===== config.mk =====
export PLATFORM = sky130hd
export DESIGN_NAME = la_footer_seq
export DESIGN_NICKNAME = d
export VERILOG_FILES = /design/src/rtl/la_footer_seq.sv
export SDC_FILE = /design/constraint.sdc
export NUM_CORES = 1
export LEC_CHECK = 0
export CAP_MARGIN = 20
export CORE_ASPECT_RATIO = 1.75
export CORE_MARGIN = 2
export CORE_UTILIZATION = 45
export DETAILED_ROUTE_END_ITERATION = 16
export GPL_TIMING_DRIVEN = 0
export PLACE_DENSITY = 0.68
export SYNTH_ARGS = -nofsm -noshare
export SYNTH_HDL_FRONTEND = slang
export SYNTH_SLANG_ARGS = --single-unit

===== constraint.sdc =====
create_clock -name clk -period 2.1 [get_ports clk]
set_clock_uncertainty 0.1 [all_clocks]
set_input_delay 0.42 -clock clk [delete_from_list [all_inputs] [get_ports clk]]
set_output_delay 0.42 -clock clk [all_outputs]
set_load 0.01 [all_outputs]

===== src/rtl/la_footer_seq.sv =====
// Power-gating sequencer for a footer-switched ground domain: orders isolation,
// retention and segment enables on sleep, and staggers segment turn-on on wake.
module la_footer_seq #(
  parameter int N    = 4,
  parameter int STEP = 8,
  parameter int HOLD = 2,
  parameter     PROP = "DEFAULT"
) (
  input  logic         clk,
  input  logic         nreset,
  input  logic         sleep_req,
  output logic         sleep_ack,
  output logic         busy,
  output logic [N-1:0] nsleep,
  output logic         iso,
  output logic         ret
);

  localparam int MaxPhase = (STEP > HOLD) ? STEP : HOLD;
  localparam int CW       = $clog2(MaxPhase + 1);
  localparam int IW       = $clog2(N + 1);

  localparam logic [CW-1:0] StepLoad = CW'(STEP - 1);
  localparam logic [CW-1:0] HoldLoad = CW'(HOLD - 1);
  localparam logic [IW-1:0] LastSeg  = IW'(N - 1);

  if (N < 1 || STEP < 1 || HOLD < 1 || $bits(PROP) == 0) begin : g_param_check
    $error("la_footer_seq: N, STEP and HOLD must all be at least 1");
  end

  typedef enum logic [2:0] {
    S_ON,
    S_ISO,
    S_RET,
    S_PDN,
    S_OFF,
    S_PUP,
    S_UNRET
  } state_e;

  state_e         state_q, state_d;
  logic [CW-1:0]  cnt_q, cnt_d;
  logic [IW-1:0]  idx_q, idx_d;
  logic [N-1:0]   nsleep_q, nsleep_d;
  logic           iso_q, iso_d;
  logic           ret_q, ret_d;
  logic           ack_q, ack_d;
  logic           busy_q, busy_d;
  logic           phaseDone;

  // Every phase reloads the counter on entry and leaves once it reaches zero.
  always_comb begin
    state_d   = state_q;
    cnt_d     = cnt_q;
    idx_d     = idx_q;
    nsleep_d  = nsleep_q;
    phaseDone = (cnt_q == '0);
    if (phaseDone) begin
      cnt_d = cnt_q;
    end else begin
      cnt_d = cnt_q - CW'(1);
    end

    case (state_q)
      S_ON: begin
        if (sleep_req) begin
          state_d = S_ISO;
          cnt_d   = HoldLoad;
        end
      end
      S_ISO: begin
        if (phaseDone) begin
          state_d = S_RET;
          cnt_d   = HoldLoad;
        end
      end
      S_RET: begin
        if (phaseDone) begin
          state_d  = S_PDN;
          cnt_d    = HoldLoad;
          nsleep_d = '0;
        end
      end
      S_PDN: begin
        if (phaseDone) begin
          state_d = S_OFF;
          cnt_d   = '0;
        end
      end
      S_OFF: begin
        if (!sleep_req) begin
          state_d     = S_PUP;
          cnt_d       = StepLoad;
          idx_d       = '0;
          nsleep_d[0] = 1'b1;
        end
      end
      S_PUP: begin
        if (phaseDone) begin
          if (idx_q == LastSeg) begin
            state_d = S_UNRET;
            cnt_d   = HoldLoad;
          end else begin
            idx_d = idx_q + IW'(1);
            cnt_d = StepLoad;
            for (int k = 0; k < N; k++) begin
              if (idx_d == IW'(k)) begin
                nsleep_d[k] = 1'b1;
              end
            end
          end
        end
      end
      S_UNRET: begin
        // Dropping isolation coincides with re-entering ON.
        if (phaseDone) begin
          state_d = S_ON;
          cnt_d   = '0;
          idx_d   = '0;
        end
      end
      default: begin
        state_d  = S_ON;
        cnt_d    = '0;
        idx_d    = '0;
        nsleep_d = '1;
      end
    endcase

    iso_d  = (state_d != S_ON);
    ret_d  = (state_d == S_RET) || (state_d == S_PDN) ||
             (state_d == S_OFF) || (state_d == S_PUP);
    ack_d  = (state_d == S_OFF);
    busy_d = (state_d != S_ON) && (state_d != S_OFF);
  end

  always_ff @(posedge clk or negedge nreset) begin
    if (!nreset) begin
      state_q  <= S_ON;
      cnt_q    <= '0;
      idx_q    <= '0;
      nsleep_q <= '1;
      iso_q    <= 1'b0;
      ret_q    <= 1'b0;
      ack_q    <= 1'b0;
      busy_q   <= 1'b0;
    end else begin
      state_q  <= state_d;
      cnt_q    <= cnt_d;
      idx_q    <= idx_d;
      nsleep_q <= nsleep_d;
      iso_q    <= iso_d;
      ret_q    <= ret_d;
      ack_q    <= ack_d;
      busy_q   <= busy_d;
    end
  end

  assign nsleep    = nsleep_q;
  assign iso       = iso_q;
  assign ret       = ret_q;
  assign sleep_ack = ack_q;
  assign busy      = busy_q;

endmodule


==> impl_summary.txt <==
----------------------------------------------------
[GRT]
  Pin count of the biggest net entering global routing ... 19
  First-pass GRT wire length ... 4790 um
  Aggregate global routing overflow ... 0
  Antenna violations before repair ... 0
  Number of global-route vias before repair ... 1,005
  GRT Overall Usage ... 21.3%

[Timing]
  Setup slack after layout ... 0.131 ns
  Pin slew with the least headroom to its limit ... about 0.80 ns
  Count of final hold-check violations ... 0
  Portion of the clock cycle consumed by the worst path in the final layout ... a little over nine tenths
  Setup repair after global routing missed its margin ... no
  Relative slew slack ... 46.7%
  Maximum achievable frequency ... 0.508 GHz
  Post-layout min period ... 1.97 ns
  Max-slew violations ... 0
  Setup violations, final ... 0

[Worst setup path]
  Total buffers and inverters traversed by the critical path ... 2
  Arrival time of the worst setup path ... 2.06 ns
  Crit Path Class ... reg2reg
  Crit Path Max Fanout ... 7
  Sequence of cells on the critical path ... inv_2 > ha_4 > nor3b_4 > inv_1 > ha_1 > a21oi_1 > a21oi_1 > o22a_1 > o21ai_1
  Flop-to-flop setup slack ... 0.13 ns
  Library cell contributing the largest single delay on the critical path ... dfrtp_1
  Worst setup SP type ... flop
  Data required, critical path ... 2.19 ns
  Crit path capture type ... flop
  Category of cells accounting for the largest share of critical-path delay ... compound AO/OA/AOI/OAI gates
  CP most frequent cell ... a21oi_1
  Slowest cell delay on critical path ... 0.41 ns

[Drt]
  Initial detailed-routing violation count ... 36
  Vias ... 1,023
  Post-route ant nets ... 0
  Drt pass-1 iters ... 4
  Routed wire length per instance ... 16.8 um
  Total routed wirelength ... 2840 um
  Post-route DRC ... 0
  Average vias per placed instance ... 6.05

[Placement]
  Area after detailed placement ... 1280 sq um
  RePlAce Congestion ... 0.910
  Hpwl dp ... 2120 um
  Placed cell count ... 164
  Count of input and output buffers ... 9
  Minimum setup slack after placement ... -0.238 ns

[Clock network]
  Sink Count ... 18
  Clock H-tree levels ... 1
  Clock transition at the registers of the reported paths ... 0.07 ns
  TritonCTS clock tree ... built
  Buffer depth of the longest clock path ... 2
  CTS Root Buffer Type ... clkbuf_8
  Clock latency on the worst-skew pair ... approximately 0.26 ns
  CTS hold repair buffers ... 0
  Number of buffers added by the clock tree synthesis step ... 3

[Cells and area]
  Filler-free cell count of the finished design ... 169
  Layout net count ... around 160
  Count of antenna diodes in the layout ... 0
  Flip-flop and latch area ... 455 sq um
  Layout overhead on the synthesized area ... 16.7%
  Number of fill cells ... 230
  Area taken by multi-input logic gates ... roughly 660 sq um
  Share of layout cells above drive strength 1 ... 18.2%
  Post-layout instance area ... around 1400 sq um

[Floorplanning]
  Num rows ... 24
  Die boundary height ... 71.2 um
  Placeable core area ... 2460 sq um
  Initial standard-cell utilization of the core ... between 40% and 50%
  Die width ... between 40 and 50 um
  Die footprint ... 3020 sq um
  Number of primary I/O pins ... 11

[Status]
  Outcome ... complete, no violations

[Yosys]
  Post-Syn Nets ... around 140
  Count of cell types in the netlist ... 40
  Area of the mapped netlist ... 1160 sq um
  Post-synthesis average cell area ... 9.01 sq um
  Commonest register cell after synthesis ... dfrtp_1
  Cell count after synthesis ... around 130
  Share of async-settable or async-resettable flops after synthesis ... 100%
  Cell types with the largest area share after synthesis ... dfrtp_1 (30%), ha_1 (9.7%), dfstp_2 (9.0%), o21ai_0 (5.2%), a21oi_1 (4.3%)
  Post-synthesis cell type with the largest combined area ... dfrtp_1
  EDFF count, synth ... 0
  Yosys warnings ... 0
  Register bit count reported by yosys ... 18
  Portion of synthesized cell area occupied by the leading cell type ... between 30 and 40%
  Post-synthesis sequential area ratio ... 39.2%

[Hold path]
  Worst hold path class ... reg2reg

[Power]
  Power per unit of standard cell area ... 1610 nW/um^2
  Leakage ... 0.575 nW
  VDD IR-drop max ... 0.000716 V

[Flow run]
  Total of max-cap violations ... 0

----------------------------------------------------
-- layout make-up --
type | count | area share [%]
inverter | 9 | 2.49
clock buffer | 4 | 3.32
multi-input combinational | 94 | 48.3
timing repair buffer | 10 | 7.20
sequential | 18 | 33.6
tap | 26 | 2.40
buffer | 8 | 2.68
-- worst reg2reg max path: stages, from the launching register on --
cell	delay [ns]
dfrtp_1	0.41
inv_2	0.10
ha_4	0.17
nor3b_4	0.22
inv_1	0.09
ha_1	0.31
a21oi_1	0.16
a21oi_1	0.05
o22a_1	0.20
o21ai_1	0.08
-- per-stage QoR --
| step | hold WS [ns] | power [mW] | setup TNS (ns) | utilization [%] |
|---|---|---|---|---|
| finish | 0.394 | 2.18 | 0 | 55.1 |
| global route | 0.415 | 2.35 | 0 | 55.1 |
| CTS | 0.394 | 2.12 | 0 | 54.3 |
| detailed placement | 0.385 | 1.84 | -0.273 | 52.2 |
| global placement | 0.375 | 1.80 | -0.151 | 52.2 |
| floorplan | 0.0244 | 1.45 | 0 | - |
-- synthesized netlist by cell type, types with 2 or more instances --
cell type / instances
ha_1: 9
nand2_1: 7
a2bb2oi_1: 2
dfstp_2: 4
nor3_1: 8
inv_1: 9
and3_1: 2
nor2_1: 10
or3_1: 2
clkbuf_1: 2
o21ai_0: 12
nand3_1: 3
o22a_1: 2
a221o_2: 3
a21oi_1: 10
a211oi_1: 2
buf_2: 5
nand2b_1: 2
dfrtp_1: 14
-- power by group --
part           internal (mW)  switching (mW)  total [mW]
sequential             0.526           0.113       0.638
clock                  0.135           0.123       0.258
combinational          0.582           0.699        1.28
-- routing by layer --
layer / global-route usage (%) / share of wire (%)
met1: 25.6 / 38
met2: 36.6 / 54
met3: 1.76 / 4.3
met4: 12.2 / 3.0
met5: 0 / 0
-- state kept, by name, indices dropped and copies added, names as in the netlist --
register and cells:
nsleep 4, iso 1, busy 1, idx_q 3, sleep_ack 1, cnt_q 4
state_q 3, ret 1
-- layout by cell type, fill, tap and decap left out, types with 2 or more instances in the layout --
| master | netlist | layout |
|---|---|---|
| buf_2 | 5 | 5 |
| o21ai_0 | 12 | 11 |
| a21oi_1 | 10 | 10 |
| nand3_1 | 3 | 3 |
| nand2b_1 | 2 | 2 |
| o22a_1 | 2 | 2 |
| nor2_1 | 10 | 10 |
| inv_1 | 9 | 8 |
| a211oi_1 | 2 | 2 |
| a221o_2 | 3 | 3 |
| a2bb2oi_1 | 2 | 2 |
| clkdlybuf4s50_1 | 0 | 9 |
| dfrtp_1 | 14 | 14 |
| clkbuf_8 | 0 | 3 |
| and3_1 | 2 | 2 |
| clkbuf_1 | 2 | 3 |
| dfstp_2 | 4 | 4 |
| or3_1 | 2 | 2 |
| nand2_1 | 7 | 7 |
| ha_1 | 9 | 8 |
| nor3_1 | 8 | 8 |
-- timing repair --
item	in CTS	in global routing
buffers inserted	1	0
hold endpoints to repair	0	0
gates resized for setup	0	5
endpoints found under the setup margin	4	1
pin swaps	0	1
-- cell families (layout without fill, tap and decap cells) --
family,Yosys count,after routing,synth area share (%)
AOI/OAI and AO/OA,40,40,22.9
DFF,18,18,39.2
and+or+nand+nor,44,44,21.4
xor gates and xnor gates,1,1,0.754
adders and majority gates,9,9,9.69
buffers and inverters,17,31,6.03
-- worst paths after layout --
check,startpoint,endpoint,cells past startpoint
setup / recovery,cnt_q[0]$_DFF_PN0_,cnt_q[0]$_DFF_PN0_,9
hold / removal,nsleep[0]$_DFFE_PN1P_,nsleep[0]$_DFFE_PN1P_,2
setup reg to reg,cnt_q[0]$_DFF_PN0_,cnt_q[0]$_DFF_PN0_,9
hold reg to reg,nsleep[0]$_DFFE_PN1P_,nsleep[0]$_DFFE_PN1P_,2
max in group asynchronous,nreset,sleep_ack$_DFF_PN0_,1
min in group asynchronous,nreset,ret$_DFF_PN0_,1
No activity file was read; power rests on OpenSTA's default activity.
